==> src/rtl/dm_arbiter.sv <==
// rtl/dm_arbiter.sv - two-requester (cpu/dbg) data-memory arbiter with lock bursts.
// Optional macro DM_ARB_RR_EN selects round-robin tie-breaking; default is fixed cpu priority.
module dm_arbiter #(
  parameter int MAX_LOCK = 4
) (
  input  logic        clk,
  input  logic        rstn,
  input  logic        cpu_req,
  input  logic        dbg_req,
  input  logic        cpu_lock,
  input  logic        dbg_lock,
  input  logic        cpu_we,
  input  logic        dbg_we,
  input  logic [31:0] cpu_addr,
  input  logic [31:0] dbg_addr,
  input  logic [31:0] cpu_wdata,
  input  logic [31:0] dbg_wdata,
  input  logic [2:0]  cpu_dmtype,
  input  logic [2:0]  dbg_dmtype,
  output logic        cpu_gnt,
  output logic        dbg_gnt,
  output logic        cpu_rvalid,
  output logic        dbg_rvalid,
  output logic [31:0] cpu_rdata,
  output logic [31:0] dbg_rdata,
  output logic        mem_we,
  output logic [31:0] mem_addr,
  output logic [31:0] mem_din,
  output logic [2:0]  mem_dmtype,
  input  logic [31:0] mem_dout
);

  typedef enum logic [1:0] {IDLE, GNT_CPU, GNT_DBG} state_t;

  localparam logic [3:0] LOCK_MAX = 4'(MAX_LOCK);

  state_t     state;
  state_t     state_nx;
  logic [3:0] lock_cnt;
  logic       arb_rdy;
  logic       cpu_hold;
  logic       dbg_hold;
  logic       cpu_elig;
  logic       dbg_elig;
`ifdef DM_ARB_RR_EN
  logic       rr_dbg_pri;
`endif

  // A locked owner under its burst limit keeps the memory regardless of tie policy.
  always_comb begin
    cpu_hold = (state == GNT_CPU) && cpu_req && cpu_lock && (lock_cnt < LOCK_MAX);
    dbg_hold = (state == GNT_DBG) && dbg_req && dbg_lock && (lock_cnt < LOCK_MAX);
    cpu_elig = cpu_req && ((state != GNT_CPU) || cpu_hold);
    dbg_elig = dbg_req && ((state != GNT_DBG) || dbg_hold);
    state_nx = IDLE;
    if (arb_rdy) begin
      if (cpu_hold) begin
        state_nx = GNT_CPU;
      end else if (dbg_hold) begin
        state_nx = GNT_DBG;
      end else if (cpu_elig && dbg_elig) begin
`ifdef DM_ARB_RR_EN
        state_nx = rr_dbg_pri ? GNT_DBG : GNT_CPU;
`else
        state_nx = GNT_CPU;
`endif
      end else if (cpu_elig) begin
        state_nx = GNT_CPU;
      end else if (dbg_elig) begin
        state_nx = GNT_DBG;
      end
    end
  end

  always_comb begin
    mem_we     = 1'b0;
    mem_addr   = 32'h0;
    mem_din    = 32'h0;
    mem_dmtype = 3'h0;
    if (cpu_gnt) begin
      mem_we     = cpu_we & cpu_gnt;
      mem_addr   = cpu_addr;
      mem_din    = cpu_wdata;
      mem_dmtype = cpu_dmtype;
    end else if (dbg_gnt) begin
      mem_we     = dbg_we & dbg_gnt;
      mem_addr   = dbg_addr;
      mem_din    = dbg_wdata;
      mem_dmtype = dbg_dmtype;
    end
  end

  // arb_rdy delays the first grant by one edge after reset release.
  always_ff @(posedge clk or negedge rstn) begin
    if (!rstn) begin
      state      <= IDLE;
      arb_rdy    <= 1'b0;
      cpu_gnt    <= 1'b0;
      dbg_gnt    <= 1'b0;
      lock_cnt   <= 4'd0;
      cpu_rvalid <= 1'b0;
      dbg_rvalid <= 1'b0;
      cpu_rdata  <= 32'h0;
      dbg_rdata  <= 32'h0;
`ifdef DM_ARB_RR_EN
      rr_dbg_pri <= 1'b0;
`endif
    end else begin
      arb_rdy <= 1'b1;
      state   <= state_nx;
      cpu_gnt <= (state_nx == GNT_CPU);
      dbg_gnt <= (state_nx == GNT_DBG);
      if (state_nx == IDLE) begin
        lock_cnt <= 4'd0;
      end else if (state_nx == state) begin
        lock_cnt <= lock_cnt + 4'd1;
      end else begin
        lock_cnt <= 4'd1;
      end
      cpu_rvalid <= (state == GNT_CPU) && !cpu_we;
      dbg_rvalid <= (state == GNT_DBG) && !dbg_we;
      if ((state == GNT_CPU) && !cpu_we) begin
        cpu_rdata <= mem_dout;
      end
      if ((state == GNT_DBG) && !dbg_we) begin
        dbg_rdata <= mem_dout;
      end
`ifdef DM_ARB_RR_EN
      if (state_nx == GNT_CPU) begin
        rr_dbg_pri <= 1'b1;
      end else if (state_nx == GNT_DBG) begin
        rr_dbg_pri <= 1'b0;
      end
`endif
    end
  end

endmodule

==> config.mk <==
export PLATFORM = sky130hd
export DESIGN_NAME = dm_arbiter
export DESIGN_NICKNAME = d
export VERILOG_FILES = /design/src/rtl/dm_arbiter.sv
export SDC_FILE = /design/constraint.sdc
export NUM_CORES = 1
export LEC_CHECK = 0
export ABC_AREA = 1
export CORE_AREA = 3 3 121 123
export CTS_CLUSTER_DIAMETER = 80
export CTS_CLUSTER_SIZE = 8
export DETAILED_ROUTE_END_ITERATION = 6
export DIE_AREA = 0 0 124 126
export GPL_TIMING_DRIVEN = 0
export PLACE_DENSITY = 0.71
export SLEW_MARGIN = 20
export SYNTH_ARGS = -nofsm -noshare
export SYNTH_HDL_FRONTEND = slang
export SYNTH_SLANG_ARGS = --single-unit
export TNS_END_PERCENT = 5
==> constraint.sdc <==
create_clock -name clk -period 1.24 [get_ports clk]
set_input_delay 0.248 -clock clk [delete_from_list [all_inputs] [get_ports clk]]
set_output_delay 0.248 -clock clk [all_outputs]
set_load 0.005 [all_outputs]
==> results.cfg, run 1 <==
[cts]
cts-htree-levels = 3
cts_tree = built
clockBufferDepth = 2
cts_root_buf = clkbuf_16
clock_sinks = 75
cts_buffers = 9
clk_latency_ns = 0.32
clk_pin_slew_worst_paths_ns = 0.07

[routing]
vias_per_cell = 4.43
route.detailed.drc = 0
vias = 4639
detail_route.first_pass.iterations = 4
wirelength_um = 17900
wl_per_cell_um = 17.1
antenna_left = 0
drt-initial-drc-count = 218

[sta]
setup_viol = 71
finalHoldViolCount = 0
skew_ns = 0.00463
slew_violations = 0
max_freq_mhz = 555
fin_ws_ns = -0.563
grt_setup_unrepaired = true
period_share_pct = 145
finalCriticalPeriod_ns = 1.80

[placed_design]
dp.cells = 1011
routabilityCongestion = 0.823
io_buffers = 309
dp_hpwl_um = 13600

[synthesis]
synth_area_leaders = dfrtp_1 49%, nand2_1 21%, nand3_1 9.3%
synth_cells = 521
synth_area_per_cell_um2 = 7.34
async_flop_share_pct = 100
ys.warnings.count = 0
ys_ff_latch = 75
synth_largest_area_cell = dfrtp_1
synth_edf_count = 0
yosysUniqueCellTypes = 21
synth_top_cell_area_share_pct = 49.1
netlist_top_cells_count = 210 x nand2_1, 75 x dfrtp_1, 71 x nand3_1, 56 x o21ai_0, 42 x inv_1
synth_fp_nets = 696
seq_area_frac_synth_pct = 49.1
yosysMostFrequentCell = nand2_1
synth_ff_type = dfrtp_1
netlist_area_mm2 = 0.00382

[run_status]
violations = negative setup slack
status = finished, violations left

[floorplanning]
fp.dieH_um = 126
pin_count = 310
die-area_mm2 = 0.0156
start_util_pct = 27.8
row_count = 43
core_mm2 = 0.0138
die_x_um = 124

[setup_path]
worstPathRequired_ns = 0.99
worst-path-max-fanout = 8
rr_worst_depth = 10
start_kind = flip-flop
crit_family = buffers and inverters
crit_type = flip-flop to output pin
cp.depth = 8
critPathMaxStageDelay_ns = 0.39
cp.arrival_ns = 1.55
worstPathCellList = buf_6 > inv_8 > buf_8 > buf_8 > buf_8 > nand3_2 > nand2_2 > buf_6
endpoint_kind = output pin
path_buf_inv = 6
crit_top_cell = buf_8
crit_slowest_cell = dfrtp_1

[cells_and_area]
syn_to_final_growth_pct = 107
nets = 1036
antenna_cells = 0
final_util_pct = 57.5
final_cells = 1046
drive_gt1_share_pct = 22.9

[global_routing]
grt_start_max_net_pins = 42
grt_overflow = 0
grt_pass1_wl_um = 25900
antenna_found_initial = 0
grt_pass1_vias = 4543
grt.total_usage_pct = 21.4

[min_path]
worstHoldPathType = input port to asynchronous set/reset pin

[job]
maxCapViolations = 0

[pwr]
p_leak_nw = 3.98
total_power_mw = 8.84
peakVddDrop_mv = 0.840
powerDensity_mw_per_mm2 = 1120
registers in the layout (all words and copies together), names as in the netlist:
register    cells
arb_rdy         1
cpu_gnt         1
cpu_rdata      32
cpu_rvalid      1
dbg_gnt         1
dbg_rdata      32
dbg_rvalid      1
lock_cnt        4
state           2
layout by cell type, fill, tap and decap left out, types with 3 or more instances in the layout:
cell type,count
nand2_1,192
clkdlybuf4s50_1,172
dfrtp_1,74
clkdlybuf4s15_1,55
nand3_1,50
inv_1,42
o21ai_0,42
buf_2,36
buf_6,35
nand3_2,22
nand2_2,22
o21ai_1,22
buf_4,14
clkdlybuf4s15_2,14
dlygate4sd2_1,11
buf_8,10
clkbuf_16,9
clkbuf_8,8
clkbuf_2,6
inv_8,3
inv_6,3
cells by family after synthesis:
family / Yosys count / synth area share [%]
buffers and inverters: 82 / 9.23
AND/OR/NAND/NOR: 295 / 32.4
XOR/XNOR: 1 / 0.229
flip-flops: 75 / 49.1
AO/OA/AOI/OAI: 65 / 8.51
other: 2 / 0.196
adder cells (fa/ha/maj): 1 / 0.327
timing repair:
item                       CTS  global route
hold endpoints to repair    34             0
pin swaps                   13            16
setup buffers               13             0
setup endpoints to repair  199           172
resized for setup          454            98
hold buffers                 1             0
gates cloned                 5             0
layout make-up:
cell class	instances	area [um2]
well taps	180	225
clock inverters	7	65.1
clock buffers	9	225
inverters	46	183
fillers	1270	5850
repair buffers	329	3140
multi-input cells	364	1770
plain buffers	36	440
flip-flops and latches	75	1880
power by group:
part	internal [mW]	total, mW	switching, mW
Combinational	1.79	3.04	1.24
Clock	1.41	2.51	1.10
Sequential	2.99	3.30	0.310
per-layer routing:
| metal | GRT usage (%) | vias to the layer above | routed length (um) |
|---|---|---|---|
| met5 | 0 | - | 0 |
| met4 | 5.41 | 0 | 349 |
| met3 | 6.33 | 20 | 1740 |
| met2 | 36.3 | 179 | 8660 |
| met1 | 26.6 | 2121 | 7130 |
| li1 | - | 2319 | - |
worst paths after layout:
kind / start / endpoint / slack [ns]
max reg2reg: state[1]$_DFF_PN0_ / lock_cnt[2]$_DFF_PN0_ / -0.03
min reg2reg: cpu_rdata[1]$_DFFE_PN0P_ / cpu_rdata[1]$_DFFE_PN0P_ / 0.48
min: rstn / cpu_rdata[16]$_DFFE_PN0P_ / 0.41
max: cpu_gnt$_DFF_PN0_ / mem_addr[4] / -0.56
max in group asynchronous: rstn / state[0]$_DFF_PN0_ / 0.23
min in group clk: cpu_rdata[1]$_DFFE_PN0P_ / cpu_rdata[1]$_DFFE_PN0P_ / 0.48
stage by stage:
stage	TNS [ns]	setup WS [ns]	cell area (um2)	hold slack, ns
CTS	-33.57	-0.566	7780	0.420
detailed placement	-71.06	-0.814	7180	0.232
global placement	-269.57	-2.70	7160	0.464
global route	-38.80	-0.630	7930	0.444
finish	-31.15	-0.563	7930	0.414
floorplan	-0.964	-0.0208	3840	-0.0476
(Power assumes the default switching activity.)
==> run 2: changes to the inputs <==
--- a/config.mk
+++ b/config.mk
@@ -12,5 +12,5 @@
 export DETAILED_ROUTE_END_ITERATION = 6
 export DIE_AREA = 0 0 124 126
-export GPL_TIMING_DRIVEN = 0
+export GPL_ROUTABILITY_DRIVEN = 1
 export PLACE_DENSITY = 0.71
 export SLEW_MARGIN = 20
==> constraint.sdc (replaced) <==
create_clock -name clk -period 1.24 [get_ports clk]
set_input_delay 0.248 -clock clk [delete_from_list [all_inputs] [get_ports clk]]
set_output_delay 0.248 -clock clk [all_outputs]
set_load 0.01 [all_outputs]
==> run 2 against run 1 <==
  * The run still ends with negative setup slack left
  * Fmax up 2.6%
  * Die area unchanged
  * Core utilization is 0.18 points lower
  * Register-to-register slack barely moved
  * Highest routed layer is now met5
==> results.cfg, run 2 (synthesis gave the netlist of run 1 again) <==
[cts]
clock_sinks = 75
cts_buffers = 9
cts-htree-levels = 3
clk_pin_slew_worst_paths_ns = 0.06
cts_tree = built
clk_latency_ns = 0.33
clockBufferDepth = 2
cts_root_buf = clkbuf_16

[sta]
fin_ws_ns = -0.517
finalCriticalPeriod_ns = 1.76
holdWs_ns = 0.355
fin_setup_tns_ns = -29.16
max_freq_mhz = 569
grt_setup_unrepaired = true
finalHoldViolCount = 0
period_share_pct = 142
slew_violations = 0
skew_ns = 0.00705
setup_viol = 73

[cells_and_area]
drive_gt1_share_pct = 28.8
final_common_cell = clkdlybuf4s50_1
final_util_pct = 57.4
reg.largest.list = cpu_rdata: 32 flops, dbg_rdata: 32 flops, lock_cnt: 4 flops
syn_to_final_growth_pct = 107
antenna_cells = 0
final_cell_area_mm2 = 0.00790
layout_common_cells = 172 x clkdlybuf4s50_1, 166 x nand2_1, 72 x dfrtp_1, 48 x nand3_1, 46 x o21ai_0
nets = 1023

[floorplanning]
die-area_mm2 = 0.0156
fp.dieH_um = 126
die_x_um = 124
start_util_pct = 27.8
row_count = 43
core_mm2 = 0.0138
pin_count = 310

[global_routing]
grt_start_max_net_pins = 47
grt_overflow = 0
grt.total_usage_pct = 20.7
antenna_found_initial = 1
grt_pass1_vias = 4577
grt_pass1_wl_um = 25100

[routing]
wl_per_cell_um = 16.7
detail_route.first_pass.iterations = 5
vias = 4647
wirelength_um = 17300
vias_per_cell = 4.50
route.detailed.drc = 0
antenna_left = 0
drt-initial-drc-count = 257

[setup_path]
endpoint_kind = output pin
start_kind = flip-flop
cp.arrival_ns = 1.51
critPathMaxStageDelay_ns = 0.48
worst-path-max-fanout = 6
crit_slowest_cell = dfrtp_2
worstPathRequired_ns = 0.99
crit_type = flip-flop to output pin
worstPathCellList = clkinv_4 > buf_8 > clkbuf_16 > nand3_2 > nand2_2 > buf_6

[placed_design]
placed_cell_area_mm2 = 0.00735
io_buffers = 309
dp_hpwl_um = 13100
pre_cts_slack_ns = -0.575
routabilityCongestion = 0.831

[pwr]
p_leak_nw = 3.98
peakVddDrop_mv = 0.945
powerDensity_mw_per_mm2 = 1160

[min_path]
worstHoldPathType = input port to asynchronous set/reset pin

[run_status]
violations = negative setup slack
status = finished, violations left

[job]
maxCapViolations = 0
[run 2: what timing repair did]
action / 4_1_cts / 5_1_grt
hold buffers: 1 / 0
cloned: 3 / 1
endpoints found under the hold margin: 20 / 0
buffers inserted: 7 / 1
pin swaps: 10 / 7
endpoints found under the setup margin: 141 / 146
gates resized for setup: 501 / 94
[run 2: area by class of cell]
class	count	area, um2
clock buffer	11	243
clock inverter	5	60.1
fill	1235	5870
inverter	46	178
multi-input combinational	364	1890
sequential	75	1880
tap	180	225
timing repair buffer	351	3420
timing repair inverter	1	3.75
[run 2: critical path, delay by kind of cell, from the launching register on]
family / cells / cell delay, ns
DFF: 1 / 0.48
buffers and inverters: 4 / 0.55
and+or+nand+nor: 2 / 0.15
[run 2: path summary, 6_finish.rpt]
kind,startpoint,endpoint,slack (ns),cells after the start
max in group asynchronous,rstn,cpu_rdata[24]$_DFFE_PN0P_,0.39,3
setup reg to reg,state[0]$_DFF_PN0_,lock_cnt[0]$_DFF_PN0_,-0.04,8
hold reg to reg,dbg_rdata[9]$_DFFE_PN0P_,dbg_rdata[9]$_DFFE_PN0P_,0.48,2
setup / recovery,cpu_gnt$_DFF_PN0_,mem_addr[6],-0.52,6
min in group clk,mem_dout[15],cpu_rdata[15]$_DFFE_PN0P_,0.48,3
hold / removal,rstn,cpu_rdata[18]$_DFFE_PN0P_,0.36,2
[run 2: metrics by stage]
stage	power [mW]	cells
floorplan	4.44	521
global placement	6.77	1004
detailed placement	6.80	1004
CTS	9.28	1031
global route	9.71	1033
finish	9.16	1033
[run 2: power breakdown]
part | internal (mW) | switching (mW) | leakage [nW]
clock | 1.62 | 0.979 | 0.146
combinational | 1.73 | 1.52 | 2.89
sequential | 2.99 | 0.313 | 0.942
[run 2: per-layer routing]
| metal | global-route usage [%] | wire length [um] | part of all wire (%) | vias up |
|---|---|---|---|---|
| li1 | - | - | - | 2284 |
| met1 | 24.0 | 6460 | 37 | 2122 |
| met2 | 35.0 | 8380 | 48 | 206 |
| met3 | 7.99 | 2010 | 12 | 33 |
| met4 | 6.25 | 418 | 2.4 | 2 |
| met5 | 0 | 20 | 0.12 | - |
==> run 3: changes to the inputs <==
PLACE_DENSITY = unset   (was 0.71)
PLACE_DENSITY_LB_ADDON = 0.25   (was unset)
==> run 3 against run 2 <==
  * The flow still finishes with violations (negative setup slack)
  * Global-route usage rose by 1.5 points
  * Non-clock buffer count is 3 higher
  * Fmax up 0.60%
  * Total power rose by 1.7%
  * Final area is 0.49% higher
  * Final cell count increased by 0.19%
  * Routed wire length is 3.7% higher
  * Critical path type unchanged
==> results.cfg, run 3 (synthesis gave the netlist of run 1 again) <==
[run_status]
status = finished, violations left
violations = negative setup slack

[floorplanning]
die_x_um = 124
die-area_mm2 = 0.0156
core_mm2 = 0.0138
start_util_pct = 27.8
row_count = 43
pin_count = 310
fp.dieH_um = 126

[sta]
period_share_pct = 141
setup_viol = 73
finalCriticalPeriod_ns = 1.75
slew_violations = 0
fin_ws_ns = -0.507
skew_ns = 0.00670
finalHoldViolCount = 0
grt_setup_unrepaired = true
max_freq_mhz = 573

[placed_design]
dp.cells = 1000
dp_hpwl_um = 13600
io_buffers = 309
routabilityCongestion = 0.876
placed_cell_area_mm2 = 0.00740

[routing]
wirelength_um = 17900
route.detailed.drc = 0
drt-initial-drc-count = 266
detail_route.first_pass.iterations = 4
vias = 4695
antenna_left = 0
wl_per_cell_um = 17.3
vias_per_cell = 4.54

[min_path]
worstHoldPathType = input port to asynchronous set/reset pin

[global_routing]
grt_start_max_net_pins = 45
grt_pass1_vias = 4795
antenna_found_initial = 1
grt_pass1_wl_um = 26700
grt.total_usage_pct = 22.2
grt_overflow = 0

[pwr]
peakVddDrop_mv = 0.938
total_power_mw = 9.31
powerDensity_mw_per_mm2 = 1170
p_leak_nw = 4.02

[cts]
cts-htree-levels = 3
clock_sinks = 75
clk_latency_ns = 0.33
cts_root_buf = clkbuf_16
cts_tree = built
clk_pin_slew_worst_paths_ns = 0.06
cts_buffers = 9
clockBufferDepth = 2

[cells_and_area]
syn_to_final_growth_pct = 108
antenna_cells = 0
fillerInstances = 1258
final_cell_area_mm2 = 0.00794
reg.largest.list = cpu_rdata: 32 flops, dbg_rdata: 32 flops, lock_cnt: 4 flops
drive_gt1_share_pct = 28.4
layout_common_cells = 171 x clkdlybuf4s50_1, 161 x nand2_1, 72 x dfrtp_1, 58 x nand3_1, 47 x nand2_2
nets = 1025
final_cells = 1035
final_common_cell = clkdlybuf4s50_1

[setup_path]
worst-path-max-fanout = 6
crit_top_cell = buf_12
cp.arrival_ns = 1.50
worstPathCellList = clkinv_4 > buf_12 > buf_12 > clkbuf_16 > nand3_1 > nand2_2 > buf_6
crit_slowest_cell = dfrtp_2
worstPathRequired_ns = 0.99
endpoint_kind = output pin
start_kind = flip-flop
crit_type = flip-flop to output pin
critPathMaxStageDelay_ns = 0.43

[job]
maxCapViolations = 0
[run 3: changes by cell type in the layout (fill, tap and decap cells not counted), moves of 4 or more]
cell | before | now
buf_12 | 13 | 17
nand2_1 | 166 | 161
o21ai_0 | 46 | 42
nand3_2 | 21 | 15
nand2_2 | 42 | 47
nand3_1 | 48 | 58
o21ai_1 | 18 | 22
buf_6 | 44 | 38
nand3_4 | 4 | 0
[run 3: layout make-up]
cell class	instances	area, um2	area share, %
Inverter	46	180	2.27
Tap cell	180	225	2.84
Clock buffer	11	233	2.93
Clock inverter	5	77.6	0.977
Multi-Input combinational cell	364	1840	23.2
Timing Repair Buffer	354	3500	44.1
Sequential cell	75	1880	23.7
[run 3: timing repair]
item | in CTS | in global routing
hold buffers | 1 | 0
setup endpoints to repair | 145 | 164
resized for setup | 482 | 86
gates cloned | 5 | 1
pin swaps | 9 | 10
hold endpoints to repair | 21 | 0
setup buffers | 13 | 1
[run 3: worst paths after layout]
check | start | to | slack, ns | depth (start not counted)
max | cpu_gnt$_DFF_PN0_ | mem_addr[7] | -0.51 | 7
min | rstn | dbg_rdata[27]$_DFFE_PN0P_ | 0.38 | 2
max reg2reg | state[0]$_DFF_PN0_ | lock_cnt[0]$_DFF_PN0_ | -0.04 | 8
min reg2reg | dbg_rdata[2]$_DFFE_PN0P_ | dbg_rdata[2]$_DFFE_PN0P_ | 0.48 | 2
max in group asynchronous | rstn | cpu_rdata[16]$_DFFE_PN0P_ | 0.39 | 3
min in group clk | dbg_rdata[2]$_DFFE_PN0P_ | dbg_rdata[2]$_DFFE_PN0P_ | 0.48 | 2
[run 3: metrics by stage]
stage          worst slack (ns)  setup TNS [ns]  utilization, %  hold slack, ns
2_1_floorplan          -0.00798          -0.355               -         -0.0476
3_3_place_gp             -0.562          -46.18            53.7           0.181
3_5_place_dp             -0.548          -48.75            53.7           0.177
4_1_cts                  -0.518          -32.49            58.0           0.374
5_1_grt                  -0.562          -34.69            57.6           0.389
6_report                 -0.507          -29.30            57.6           0.376
[run 3: metal layers]
layer  vias up  share of wire, %  track usage [%]
met1      2173                38             26.0
met5         -             0.073                0
met3        26                12             9.61
met4         2               1.9             6.06
li1       2288                 -                -
met2       206                48             36.9
[run 3: worst max-delay path: cells and delay by family, from the launching register on]
family	cells	cell delay (ns)
simple gates	2	0.12
flops	1	0.43
buf+inv	5	0.63
[run 3: power by group]
| part | total [mW] | leakage (nW) | switching, mW | internal, mW |
|---|---|---|---|---|
| clock | 2.71 | 0.150 | 0.952 | 1.75 |
| combinational | 3.30 | 2.92 | 1.54 | 1.76 |
| sequential | 3.31 | 0.942 | 0.316 | 2.99 |
